$ cat src/rtl/cpu_bus_pkg.sv
// Shared types and constants for the memory bus interface stage.
package cpu_bus_pkg;

    localparam int BUS_W  = 16;
    localparam int DATA_W = 8;

    typedef enum logic [1:0] {
        ST_IDLE     = 2'd0,
        ST_RD_WAIT  = 2'd1,
        ST_RD_DRIVE = 2'd2,
        ST_WR_WAIT  = 2'd3
    } mbi_state_t;

    // True while the stage is waiting on mem_ready.
    function automatic logic is_wait_state(input mbi_state_t s);
        return (s == ST_RD_WAIT) || (s == ST_WR_WAIT);
    endfunction

endpackage

$ cat src/rtl/mem_bus_if_wait_timer.sv
// Wait-cycle counter for memory transactions: cleared while idle, counts
// cycles without mem_ready, and flags the cycle whose increment would reach
// LIMIT so the caller can abandon the transaction at that edge.
module wait_timer #(
    parameter int LIMIT = 15,
    parameter int CNT_W = 8
) (
    input  logic clk,
    input  logic rst,
    input  logic clear,
    input  logic inc,
    output logic expire
);

    logic [CNT_W-1:0] cnt_r;

    // Counter register: clear has priority over increment.
    always_ff @(posedge clk) begin
        if (rst) begin
            cnt_r <= {CNT_W{1'b0}};
        end else if (clear) begin
            cnt_r <= {CNT_W{1'b0}};
        end else if (inc) begin
            cnt_r <= cnt_r + {{(CNT_W-1){1'b0}}, 1'b1};
        end else begin
            cnt_r <= cnt_r;
        end
    end

    // A mem_ready in this cycle suppresses inc, so a late ready still wins.
    assign expire = inc && (cnt_r == CNT_W'(LIMIT - 1));

endmodule

$ cat src/rtl/mem_bus_if.sv
// Memory bus interface stage feeding the 8-bit data register.
// Optional feature: define MEM_TIMEOUT_EN to abort transactions whose
// mem_ready does not arrive within TIMEOUT wait cycles (reported on err).
module mem_bus_if
    import cpu_bus_pkg::*;
#(
    parameter int ADDR_W  = 16,
    parameter int TIMEOUT = 15
) (
    input  logic              clk,
    input  logic              rst,
    input  logic              read_req,
    input  logic              write_req,
    input  logic [15:0]       addr,
    input  logic [7:0]        wdata,
    output logic [ADDR_W-1:0] mem_addr,
    output logic              mem_rd,
    output logic              mem_wr,
    output logic [7:0]        mem_wdata,
    input  logic [7:0]        mem_rdata,
    input  logic              mem_ready,
    output logic [15:0]       bus_out,
    output logic              bus_oe,
    output logic              drload,
    output logic              busy,
    output logic              done,
    output logic              err
);

    mbi_state_t state_r;
    logic       timer_expire_s;

`ifdef MEM_TIMEOUT_EN
    logic timer_clear_s;
    logic timer_inc_s;

    assign timer_clear_s = (state_r == ST_IDLE);
    assign timer_inc_s   = is_wait_state(state_r) && !mem_ready;

    wait_timer #(
        .LIMIT (TIMEOUT),
        .CNT_W (8)
    ) u_wait_timer (
        .clk    (clk),
        .rst    (rst),
        .clear  (timer_clear_s),
        .inc    (timer_inc_s),
        .expire (timer_expire_s)
    );
`else
    // No timer: waits never expire (TIMEOUT is always >= 1).
    assign timer_expire_s = (TIMEOUT == 0);
`endif

    // Transaction FSM; every output is a register updated here.
    always_ff @(posedge clk) begin
        if (rst) begin
            state_r   <= ST_IDLE;
            mem_addr  <= {ADDR_W{1'b0}};
            mem_wdata <= 8'h00;
            mem_rd    <= 1'b0;
            mem_wr    <= 1'b0;
            bus_out   <= 16'h0000;
            bus_oe    <= 1'b0;
            drload    <= 1'b0;
            busy      <= 1'b0;
            done      <= 1'b0;
            err       <= 1'b0;
        end else begin
            done <= 1'b0;
            err  <= 1'b0;
            case (state_r)
                ST_IDLE: begin
                    if (read_req) begin
                        // Read wins a simultaneous request; the write is dropped.
                        mem_addr <= addr[ADDR_W-1:0];
                        mem_rd   <= 1'b1;
                        busy     <= 1'b1;
                        state_r  <= ST_RD_WAIT;
                    end else if (write_req) begin
                        mem_addr  <= addr[ADDR_W-1:0];
                        mem_wdata <= wdata;
                        mem_wr    <= 1'b1;
                        busy      <= 1'b1;
                        state_r   <= ST_WR_WAIT;
                    end else begin
                        busy <= 1'b0;
                    end
                end
                ST_RD_WAIT: begin
                    if (mem_ready) begin
                        bus_out <= {{(BUS_W-DATA_W){1'b0}}, mem_rdata};
                        mem_rd  <= 1'b0;
                        bus_oe  <= 1'b1;
                        drload  <= 1'b1;
                        state_r <= ST_RD_DRIVE;
                    end else if (timer_expire_s) begin
                        mem_rd  <= 1'b0;
                        done    <= 1'b1;
                        err     <= 1'b1;
                        busy    <= 1'b0;
                        state_r <= ST_IDLE;
                    end else begin
                        state_r <= ST_RD_WAIT;
                    end
                end
                ST_RD_DRIVE: begin
                    // Single cycle in which the data register captures bus_out.
                    bus_oe  <= 1'b0;
                    drload  <= 1'b0;
                    done    <= 1'b1;
                    busy    <= 1'b0;
                    state_r <= ST_IDLE;
                end
                ST_WR_WAIT: begin
                    if (mem_ready) begin
                        mem_wr  <= 1'b0;
                        done    <= 1'b1;
                        busy    <= 1'b0;
                        state_r <= ST_IDLE;
                    end else if (timer_expire_s) begin
                        mem_wr  <= 1'b0;
                        done    <= 1'b1;
                        err     <= 1'b1;
                        busy    <= 1'b0;
                        state_r <= ST_IDLE;
                    end else begin
                        state_r <= ST_WR_WAIT;
                    end
                end
                default: begin
                    mem_rd  <= 1'b0;
                    mem_wr  <= 1'b0;
                    bus_oe  <= 1'b0;
                    drload  <= 1'b0;
                    busy    <= 1'b0;
                    state_r <= ST_IDLE;
                end
            endcase
        end
    end

endmodule

$ cat config.mk
export PLATFORM = sky130hd
export DESIGN_NAME = mem_bus_if
export DESIGN_NICKNAME = d
export VERILOG_FILES = /design/src/rtl/cpu_bus_pkg.sv /design/src/rtl/mem_bus_if_wait_timer.sv /design/src/rtl/mem_bus_if.sv
export SDC_FILE = /design/constraint.sdc
export NUM_CORES = 1
export LEC_CHECK = 0
export CAP_MARGIN = 30
export CORE_UTILIZATION = 41
export CTS_BUF_LIST = sky130_fd_sc_hd__clkbuf_8
export CTS_CLUSTER_DIAMETER = 40
export DETAILED_ROUTE_END_ITERATION = 10
export GPL_TIMING_DRIVEN = 1
export PLACE_DENSITY = 0.82
export SLEW_MARGIN = 20
export SYNTH_ARGS = -nofsm -noshare
export SYNTH_HDL_FRONTEND = slang
export SYNTH_SLANG_ARGS = --single-unit
$ cat constraint.sdc
create_clock -name clk -period 1.7 [get_ports clk]
set_clock_uncertainty 0.2 [all_clocks]
set_input_delay 0.425 -clock clk [delete_from_list [all_inputs] [get_ports clk]]
set_output_delay 0.425 -clock clk [all_outputs]
set_load 0.02 [all_outputs]
## Word-level counts from Yosys, hierarchy flattened

Index checks and enable logic that the tools add are counted.

- Flip-flop bits (word level): 39
- Logic and storage cells: 52

- Eq/ne operators: 9
- Mux-type cells: 20
- Bitwise logic cells: 2
- Reduce and logical (&&, ||, !) cells: 12

Operators with widths:

| kind | number |
|---|---|
| 16-bit two-way mux | 2 |
| 2-bit inequality test, second input constant | 5 |
| 1-bit two-way mux | 8 |
| 2-bit two-way mux | 4 |
| 1-bit case mux with 2 select lines | 4 |
| 2-bit case mux with 4 select lines | 1 |
| 2-bit AND reduction | 4 |
| 2-bit nonzero test | 4 |
| 3-bit AND reduction | 2 |
| 2-bit equality test, second input constant | 2 |
| 4-bit AND reduction | 1 |
| 3-bit inequality test, second input constant | 1 |
| 1-bit case mux with 3 select lines | 1 |
| 2-bit by 1-bit equality test with 1-bit output, second input constant | 1 |
| 2-bit zero test | 1 |
| 1-bit inverter | 2 |

## Logic depth before layout (Yosys ltp)

- Depth after elaboration: 3
- Mapped depth: 6

## Least setup slack after synthesis

OpenSTA, ideal clock, no wires.

- Kind: flip-flop to flip-flop
- From: reg state_r[1]
- To: reg mem_wdata[7]
- Library setup time: 132 ps
- Arrival: 1182 ps
- Data required time: 1368 ps
- Slack: 186 ps
- Cell stages (with the launch flop): 6
- Cells stage by stage: dfxtp_1 -> buf_6 -> or4b_1 -> buf_2 -> nand2_1 -> a21oi_1

- Longest elaborated chain between the ends: 2

Ends and longest elaborated chain:

| element | line | RTL |
|---|---|---|
| start: declaration | mem_bus_if.sv:30 | `mbi_state_t state_r;` |
| start signal: assignment | mem_bus_if.sv:58 | `state_r <= ST_IDLE;` |
| start signal: assignment | mem_bus_if.sv:79 | `state_r <= ST_RD_WAIT;` |
| start signal: assignment | mem_bus_if.sv:85 | `state_r <= ST_WR_WAIT;` |
| 2-bit zero test | mem_bus_if.sv:72 | `case (state_r)` |
| 3-bit AND reduction (no line) | - |  |
| end signal: assignment | mem_bus_if.sv:82 | `mem_wdata <= wdata;` |
| end: declaration | mem_bus_if.sv:19 | `output logic [7:0] mem_wdata,` |

No other way between the ends.
A chain may end at the register's enable or synchronous reset.

==> impl_summary.log <==
INFO  metric route.final.wire_length = 3.43 mm
INFO  metric synth-edff-count = 0
INFO  metric timing.hold.worst_endpoint = bus_out[6]$_SDFFE_PP0P_
INFO  metric drc_errors = 0
INFO  metric ordered_list_of_cells_on_the_worst_path = dlygate4sd2_1
INFO  metric buffer_levels_on_the_longest_clock_path = 2
INFO  metric cts.root.buffer_cell = sky130_fd_sc_hd__clkbuf_8
INFO  metric detail_route.vias_per_cell = 4.57
INFO  metric min_path_cells = 2
INFO  metric drt_pre_antenna_iters = 4
INFO  metric timing.max_cap.violations = 0
INFO  metric core = 3770 µm²
INFO  metric min-delay-path-class = flop to flop
INFO  metric path_clk_slew = 0.07 ns
INFO  metric layout_cell_share_with_drive_strength_beyond_1 = 8.33%
INFO  metric synth_warnings = 0
INFO  metric critical-path-max-stage-delay = 0.36 ns
INFO  metric yosys.area.top_type = sky130_fd_sc_hd__dfxtp_1
INFO  metric clk-insertion-delay-late = 0.28 ns
INFO  metric synth_top_cell_area_share = 46.9%
INFO  metric numPortBuffers = 74
INFO  metric critical_path.top_delay_family = flip-flops
INFO  metric avgRoutedWirePerCell = 11.0 µm
INFO  metric power_per_cell_area = 843 nW/µm²
INFO  metric ys_top_cells_by_area = sky130_fd_sc_hd__dfxtp_1 47%, sky130_fd_sc_hd__nand2b_1 12%, sky130_fd_sc_hd__mux2i_1 9.6%
INFO  metric cts_htree_levels = 2
INFO  metric tns = 0 ns
INFO  metric netlist-cell-type-count = 25
INFO  metric initial_utilization = 44.1%
INFO  metric place_ws = -0.308 ns
INFO  metric synth_sequential_area_ratio = 46.9%
INFO  metric first_global_vias = 1314
INFO  metric finalWeightedCongestion = 0.742
INFO  metric holdWs = 0.247 ns
INFO  metric timing.critical_path.arrival = 0.99 ns
INFO  metric regToRegStartpoint = state_r[1]$_SDFFE_PP0P_
INFO  metric groute.usage.overall = 16.4%
INFO  metric ctsResizeCount = 39
INFO  metric cts_tree = yes
INFO  metric synth_cells = 183
INFO  metric grt_first_pass_wirelength = 5.49 mm
INFO  metric syn_avg_cell_area = 9.09 µm²
INFO  metric timing.critical_path.to_type = output port
INFO  metric rsz0062_at_grt = no
INFO  metric post-route-period-util = 95.1%
INFO  metric vdd_drop_max = 0.486 mV
INFO  metric post_synth_instance_area = 1660 µm²
INFO  metric postSynth.topFlopCell = sky130_fd_sc_hd__dfxtp_1
INFO  metric max_clock_freq = 0.618 GHz
INFO  metric r2r.worst_path.cells = 5
INFO  metric final_period_minus_worst_setup_slack = 1.62 ns
INFO  metric reg2reg_slack = 0.24 ns
INFO  metric die_width = 65.7 µm
INFO  metric timing_worst_setup_path_type = flop to output port
INFO  metric worst-path-buf-inv = 1
INFO  metric rows = 22
INFO  metric yosys_register_bits = 39
INFO  metric die-area = 4320 µm²
INFO  metric postCtsSetupRepairBufs = 0
INFO  metric grt-ovfl-total = 0
INFO  metric path_max_fanout = 3
INFO  metric post-synth-top-count-cell = sky130_fd_sc_hd__dfxtp_1
INFO  metric grt_max_degree = 52
INFO  metric cts_inserted_buffers = 5
INFO  metric dpl_wire_length = 2.47 mm
INFO  metric final_critical_path_setup_slack = 0.0825 ns
INFO  metric place.detailed.instances = 304
INFO  metric vias = 1425
INFO  metric critical_path_depth = 1
INFO  metric cts_hold_buf = 0
INFO  metric run_status = completed
INFO  metric clock-sinks = 39
INFO  metric number_of_antenna_violations_at_the_first_check_in_global_routing = 0
INFO  metric hold_path_startpoint = bus_out[6]$_SDFFE_PP0P_
INFO  metric required = 1.07 ns
INFO  metric antenna-diode-count = 0
INFO  metric p_leak = 1.16 nW
INFO  metric ios = 84
INFO  metric timing.rr.end = mem_addr[15]$_SDFFE_PP0P_
INFO  metric dr.first_iter.drc_count = 70
INFO  metric tot_pwr = 2.11 mW
INFO  metric antenna_violating_nets_post_route = 0
INFO  metric die_h = 65.7 µm
INFO  metric async_flop_share = 0%
INFO  metric report.final.hold_viol_count = 0
INFO  metric finalMaxSlewViolations = 0
INFO  metric startpoint_type = flop
INFO  metric fin_cells = 312
INFO  metric setup_viol = 0
INFO  metric area.growth.synth_to_final = 50.6%
INFO  metric nets = 300
INFO  metric critical_path.slowest_cell = sky130_fd_sc_hd__dfxtp_1
INFO  metric synth_commonest_cells = 39 x sky130_fd_sc_hd__dfxtp_1, 33 x sky130_fd_sc_hd__nand2_1, 32 x sky130_fd_sc_hd__nand2b_1, 21 x sky130_fd_sc_hd__a21oi_1, 16 x sky130_fd_sc_hd__mux2i_1
[layout by cell type (no fill, tap or decap)]
| cell type | Yosys | layout |
|---|---|---|
| sky130_fd_sc_hd__clkbuf_8 | 0 | 5 |
| sky130_fd_sc_hd__clkdlybuf4s50_1 | 0 | 36 |
| sky130_fd_sc_hd__nor2_2 | 1 | 1 |
| sky130_fd_sc_hd__and2b_1 | 1 | 1 |
| sky130_fd_sc_hd__o21bai_1 | 1 | 1 |
| sky130_fd_sc_hd__o211ai_1 | 1 | 1 |
| sky130_fd_sc_hd__conb_1 | 1 | 9 |
| sky130_fd_sc_hd__or4b_4 | 0 | 1 |
| sky130_fd_sc_hd__and3b_1 | 1 | 1 |
| sky130_fd_sc_hd__nand2b_1 | 32 | 32 |
| sky130_fd_sc_hd__a21oi_1 | 21 | 21 |
| sky130_fd_sc_hd__inv_1 | 2 | 4 |
| sky130_fd_sc_hd__mux2i_1 | 16 | 16 |
| sky130_fd_sc_hd__nand3b_1 | 1 | 1 |
| sky130_fd_sc_hd__dfxtp_1 | 39 | 39 |
| sky130_fd_sc_hd__nor2_1 | 2 | 2 |
| sky130_fd_sc_hd__a211oi_1 | 1 | 1 |
| sky130_fd_sc_hd__buf_12 | 0 | 2 |
| sky130_fd_sc_hd__nand2_1 | 33 | 33 |
| sky130_fd_sc_hd__nor4b_4 | 1 | 1 |
| sky130_fd_sc_hd__dlygate4sd2_1 | 0 | 38 |
| sky130_fd_sc_hd__o21ai_0 | 3 | 3 |
| sky130_fd_sc_hd__a311oi_1 | 1 | 1 |
| sky130_fd_sc_hd__o21a_1 | 1 | 1 |
| sky130_fd_sc_hd__buf_4 | 11 | 11 |
| sky130_fd_sc_hd__xor2_1 | 1 | 1 |
| sky130_fd_sc_hd__clkinv_2 | 0 | 1 |
[cell type report]
cell class	count	area, µm²
clock inverter	3	12.5
inverter	2	7.51
fill	330	1260
sequential	39	781
clock buffer	5	68.8
timing repair buffer	87	816
tap	48	60.1
multi-input combinational	128	761
[metrics by stage]
stage	area [µm²]	util, %
final	2510	66.5
after global placement	2470	65.5
after CTS	2510	66.5
after detailed placement	2470	65.5
after global routing	2510	66.5
after floorplan	1690	-
[worst max-delay path by stage]
stage                                       start                        end  slack [ns]
after global placement                  write_req  mem_wdata[5]$_SDFFE_PP0P_       -0.28
after CTS                     drload$_SDFFE_PP0P_                     bus_oe        0.06
after floorplan           state_r[1]$_SDFFE_PP0P_  mem_wdata[7]$_SDFFE_PP0P_        0.19
after detailed placement                write_req  mem_wdata[2]$_SDFFE_PP0P_       -0.31
final                         drload$_SDFFE_PP0P_                     bus_oe        0.08
after global routing                     read_req        mem_wr$_SDFFE_PP0P_        0.03
[flip-flops by register name, summed over array words and instances, names as in the netlist]
| name | count |
|---|---|
| busy | 1 |
| mem_wr | 1 |
| drload | 1 |
| bus_out | 8 |
| mem_addr | 16 |
| mem_rd | 1 |
| mem_wdata | 8 |
| done | 1 |
| state_r | 2 |
[layer usage]
metal,share of wire (%),GRT usage [%]
met2,48,28.8
met1,44,19.0
met3,6.6,3.99
met5,0,0
met4,0.90,5.71
[kinds of logic (layout without fill, tap and decap cells)]
family,after synthesis,count (layout),synth area share (%)
compound gates,29,29,9.55
mux,16,16,9.62
flops,39,39,46.9
xor+xnor,1,1,0.526
simple gates,73,73,23.8
other cells,1,9,0.225
buf+inv,24,97,9.40
[where the power goes]
part / internal, mW / switching [mW] / leakage, nW
Sequential: 0.985 / 0.0349 / 0.320
Clock: 0.276 / 0.292 / 0.0505
Combinational: 0.261 / 0.264 / 0.790
Total: 1.52 / 0.591 / 1.16
Power figures use the tool's default switching activity.
